<file path="src/rtl/pool2_ctrl.sv">
// Sequencer for the layer-2 2x2 max-pooling datapath: scans F4 in 2x2 windows,
// aligns pool2_clr with returning read data and writes each pooled word to F5.
module pool2_ctrl #(
    parameter int IN_W    = 8,
    parameter int IN_H    = 8,
    parameter int RD_LAT  = 1,
    parameter int ADDR_W  = 6,
    parameter int OADDR_W = 4
) (
    input  logic               clk,
    input  logic               rst,
    input  logic               start,
    output logic               busy,
    output logic               done,
    output logic               f4_re,
    output logic [ADDR_W-1:0]  f4_raddr,
    output logic               pool2_clr,
    output logic               f5_we,
    output logic [OADDR_W-1:0] f5_waddr
);
    localparam int COLS = IN_W / 2;
    localparam int ROWS = IN_H / 2;
    localparam int NWIN = COLS * ROWS;
    localparam int CW   = (COLS > 1) ? $clog2(COLS) : 1;
    localparam int RW   = (ROWS > 1) ? $clog2(ROWS) : 1;

    typedef enum logic [1:0] {IDLE, RUN, DRAIN, DONE} state_t;

    state_t             state, state_nxt;
    logic [1:0]         elem, elem_nxt;
    logic [CW-1:0]      ocol, ocol_nxt;
    logic [RW-1:0]      orow, orow_nxt;
    logic [ADDR_W-1:0]  raddr_nxt;
    logic [OADDR_W-1:0] wr_cnt;
    logic [RD_LAT-1:0]  clr_pipe;
    logic [RD_LAT:0]    wr_pipe;
    logic               accept, last_rd, last_wr;

    // Handshake: start is a one-cycle request honoured only in IDLE or DONE
    // (busy=0); busy covers the whole scan and done pulses once when the last
    // F5 word is written. Requests while busy are dropped, never queued.
    assign accept  = start && (state == IDLE || state == DONE);
    assign last_rd = (elem == 2'd3) && (int'(ocol) == COLS - 1) && (int'(orow) == ROWS - 1);
    assign last_wr = f5_we && (int'(f5_waddr) == NWIN - 1);

    assign f4_re     = (state == RUN);
    assign busy      = (state == RUN) || (state == DRAIN);
    assign done      = (state == DONE);
    assign pool2_clr = clr_pipe[RD_LAT-1];
    assign f5_we     = wr_pipe[RD_LAT];

    always_comb begin
        state_nxt = state;
        case (state)
            IDLE:    if (start) state_nxt = RUN;
            RUN:     if (last_rd) state_nxt = DRAIN;
            DRAIN:   if (last_wr) state_nxt = DONE;
            DONE:    state_nxt = start ? RUN : IDLE;
            default: state_nxt = IDLE;
        endcase
    end

    // Counters describe the element currently on f4_raddr; this computes the next one.
    always_comb begin
        elem_nxt = elem + 2'd1;
        ocol_nxt = ocol;
        orow_nxt = orow;
        if (elem == 2'd3) begin
            if (int'(ocol) == COLS - 1) begin
                ocol_nxt = '0;
                orow_nxt = (int'(orow) == ROWS - 1) ? '0 : orow + RW'(1);
            end else begin
                ocol_nxt = ocol + CW'(1);
            end
        end
        raddr_nxt = ADDR_W'((2 * int'(orow_nxt) + int'(elem_nxt[1])) * IN_W
                            + 2 * int'(ocol_nxt) + int'(elem_nxt[0]));
    end

    always_ff @(posedge clk or posedge rst) begin
        if (rst) begin
            state    <= IDLE;
            elem     <= '0;
            ocol     <= '0;
            orow     <= '0;
            f4_raddr <= '0;
        end else begin
            state <= state_nxt;
            if (accept) begin
                elem     <= '0;
                ocol     <= '0;
                orow     <= '0;
                f4_raddr <= '0;
            end else if (state == RUN && !last_rd) begin
                elem     <= elem_nxt;
                ocol     <= ocol_nxt;
                orow     <= orow_nxt;
                f4_raddr <= raddr_nxt;
            end
        end
    end

    // Window-start and window-end flags ride delay lines matched to the F4 read
    // latency; the end flag gets one extra stage for the pool register.
    always_ff @(posedge clk or posedge rst) begin
        if (rst) begin
            clr_pipe <= '0;
            wr_pipe  <= '0;
            wr_cnt   <= '0;
            f5_waddr <= '0;
        end else begin
            clr_pipe[0] <= f4_re && (elem == 2'd0);
            for (int i = 1; i < RD_LAT; i++) clr_pipe[i] <= clr_pipe[i-1];
            wr_pipe[0] <= f4_re && (elem == 2'd3);
            for (int i = 1; i <= RD_LAT; i++) wr_pipe[i] <= wr_pipe[i-1];
            if (accept) begin
                wr_cnt <= '0;
            end else if (wr_pipe[RD_LAT-1]) begin
                f5_waddr <= wr_cnt;
                wr_cnt   <= wr_cnt + OADDR_W'(1);
            end
        end
    end
endmodule

</file>
<file path="config.mk">
export PLATFORM = sky130hd
export DESIGN_NAME = pool2_ctrl
export DESIGN_NICKNAME = d
export VERILOG_FILES = /design/src/rtl/pool2_ctrl.sv
export SDC_FILE = /design/constraint.sdc
export NUM_CORES = 1
export LEC_CHECK = 0
export BUFFER_PORTS_ARGS = -buffer_cell sky130_fd_sc_hd__buf_2
export CORE_MARGIN = 2
export CORE_UTILIZATION = 50
export DETAILED_ROUTE_END_ITERATION = 12
export PLACE_DENSITY = 0.73
export SLEW_MARGIN = 20
export SYNTH_ARGS = -nofsm -noshare
export SYNTH_HDL_FRONTEND = slang
export SYNTH_SLANG_ARGS = --single-unit
</file>
<file path="constraint.sdc">
create_clock -name clk -period 1.8 [get_ports clk]
set_input_delay 0.09 -clock clk [delete_from_list [all_inputs] [get_ports clk]]
set_output_delay 0.09 -clock clk [all_outputs]
set_load 0.05 [all_outputs]
</file>
==> reports/results.tsv <==
stage	metric	value	unit
outcome	outcome	complete, no violations	
logic_synthesis	synth-main-ff-cell	dfrtp_1	
clock_tree	h-tree-depth	1	
detailed_routing	via_per_inst	4.82	
clock_tree	clockBufferDepth	2	
logic_synthesis	yosys.area.top_type	dfrtp_1	
timing	max_freq	0.611	GHz
floorplanning	core_area	1760	um2
logic_synthesis	ys_top_cells_by_area	dfrtp_1 50%, ha_1 13%, mux2_2 4.7%	
clock_tree	cts_buffers	3	
logic_synthesis	ys_seq_area_share	49.7	%
logic_synthesis	yosysMostFrequentCell	dfrtp_1	
timing	fin_crit	1.64	ns
timing	setup-tns-final	0	ns
logic_synthesis	synth_top_cell_area_share	49.7	%
setup_path	end_kind	flop	
logic_synthesis	synth-async-reset-ratio	100	%
power_and_ir_drop	leakage	0.000609	uW
timing	rsz0062_at_grt	no	
timing	final.setup.worst_slack	0.165	ns
final_layout	n_fill_cell	155	
placement	dp_slack	0.171	ns
setup_path	criticalPathCategory	reg2reg	
floorplanning	placementRows	15	
min_path	min_from	start	
logic_synthesis	synth_enable_flop_cells	0	
detailed_routing	drc	0	
logic_synthesis	syn-num-nets	94	
final_layout	synthToLayoutAreaGrowth	16.2	%
detailed_routing	drt-initial-drc-count	4	
power_and_ir_drop	p_clk_share	11.2	%
power_and_ir_drop	p_sw	926	uW
grt	grt_pass1_wl	2.47	mm
power_and_ir_drop	ir_worst_vdd	1.10	mV
min_path	hold_class	in2reg	
setup_path	reg2reg_from	state[0]	
power_and_ir_drop	pwr-share-comb	55.7	%
clock_tree	clock-sinks	19	
timing	worstMarginPinSlew	0.686	ns
setup_path	startpoint	state[0]	
clock_tree	cts_tree	built	
detailed_routing	finalWirelength	1.43	mm
timing	setup_viol	0	
logic_synthesis	synth_area	957	um2
power_and_ir_drop	power_density	1680	nW/um2
timing	finalCritPeriodShare	90.9	%
setup_path	start_kind	flop	
grt	grt_overflow	0	
power_and_ir_drop	p_int	946	uW
logic_synthesis	netlist_instances	81	
power_and_ir_drop	switching_share	49.5	%
setup_path	worstPathRequired	1.98	ns
detailed_routing	antenna_left	0	
floorplanning	die_h	47.8	um
clock_tree	insertion_delay	0.29	ns
logic_synthesis	synthDistinctLibCells	26	
floorplanning	io-pin-count	18	
setup_path	path_max_fanout	5	
timing	hold_violations	0	
final_layout	nNetsFinal	117	
logic_synthesis	yosys-top-cells-count	19 x dfrtp_1, 10 x ha_1, 10 x nor2_1	
final_layout	seq_area	475	um2
clock_tree	cts-root-buf	clkbuf_4	
power_and_ir_drop	seqPwrFrac	33.1	%
grt	antenna_found_initial	0	
floorplanning	die_area	2280	um2
grt	grt_use_total	15.8	%
final_layout	layout-drive-gt1-share	31.1	%
grt	grt_start_max_net_pins	20	
clock_tree	clk_pin_slew_worst_paths	0.10	ns
detailed_routing	drt-wirelength-per-cell	11.1	um
final_layout	diodes	0	
clock_tree	ctsHoldBuffers	1	
final_layout	final_util	63.0	%
logic_synthesis	yosysWarningCount	0	
placement	gp_congestion	0.701	
detailed_routing	vias	617	
final_layout	multiInputGateArea	458	um2
clock_tree	postCtsSetupBuffers	0	
placement	io_buffer_count	17	
timing	clock-skew-final	0.00257	ns
job	drv_cap	0	
timing	drv_slew	0	
logic_synthesis	ys_ff_latch	19	
timing	relSlewSlack	54.2	%
clock_tree	ctsResizeCount	0	
grt	grt_pass1_vias	587	
floorplanning	die_w	47.8	um
setup_path	cp.arrival	1.82	ns
floorplanning	start_util	54.3	%
logic_synthesis	synth.avg_cell_area	11.8	um2
placement	hpwl	1.11	mm
detailed_routing	first_pass_iters	3	
## registers in the layout, summed over array words and instances, names as in the netlist
signal,count
wr_cnt,4
wr_pipe,2
state,2
f5_waddr,4
pool2_clr,1
f4_raddr,6
## power groups by stage
stage	Sequential, uW	Combinational (uW)	Clock [uW]
floorplan	873	603	0
global placement	623	1040	0
detailed placement	632	1050	0
CTS	622	1060	217
global route	638	1130	232
finish	620	1040	209
## layout make-up
cell class	instances	share of cell area, %
repair buffers	19	9.22
inverters	5	1.69
multi-input cells	56	41.2
well taps	25	2.81
flip-flops and latches	19	42.7
clock buffers	4	2.36
## path summary, 6_finish.rpt
path,end,slack (ns),cells past startpoint
max,f5_waddr[2],0.16,5
min reg2reg,f5_waddr[0],0.54,1
min in group asynchronous,wr_cnt[2],0.44,3
max reg2reg,f5_waddr[2],0.16,5
min,state[0],0.25,4
max in group asynchronous,f4_raddr[5],0.93,3
## cells in the final DEF (no fill, tap or decap), types with 2 or more instances in the layout
cell type / synthesis / layout
nand3_1: 2 / 2
dfrtp_1: 19 / 19
clkbuf_4: 0 / 3
nand2_1: 5 / 5
buf_2: 1 / 17
nor2_1: 10 / 10
ha_1: 10 / 10
mux2_2: 4 / 4
inv_1: 5 / 5
nand3_2: 2 / 2
xor2_1: 3 / 3
xnor2_1: 2 / 2
mux2i_1: 4 / 4
## layer usage
metal,up-vias,global-route usage (%),wire length [um]
met1,292,21.0,686
met2,13,24.3,645
met3,4,2.26,56
met4,0,9.73,37
li1,308,-,-
met5,-,0,0
## cell families (layout without fill, tap and decap cells)
family / after synthesis / count (layout) / share of synthesized area, %
mux: 9 / 9 / 10.5
compound gates: 4 / 4 / 3.79
xor+xnor: 5 / 5 / 4.58
buf+inv: 6 / 28 / 2.48
fa+ha+maj: 10 / 10 / 13.1
flops: 19 / 19 / 49.7
simple gates: 28 / 28 / 16.0
## metrics by stage
| step | std cells | cell area (um2) | total power, uW | hold WS (ns) |
|---|---|---|---|---|
| 5_1_grt | 128 | 1110 | 2000 | 0.286 |
| 3_5_place_dp | 123 | 1080 | 1680 | 0.239 |
| 4_1_cts | 128 | 1110 | 1900 | 0.259 |
| 6_report | 128 | 1110 | 1870 | 0.253 |
| 2_1_floorplan | 81 | 957 | 1480 | 0.0411 |
| 3_3_place_gp | 123 | 1080 | 1660 | 0.233 |
## critical path: stages, from the launching register on
cell and delay (ns):
dfrtp_1 0.40, inv_1 0.11, ha_1 0.34, nor2b_1 0.17
nand2b_4 0.17, mux2_2 0.33
No activity file was read; power rests on OpenSTA's default activity.
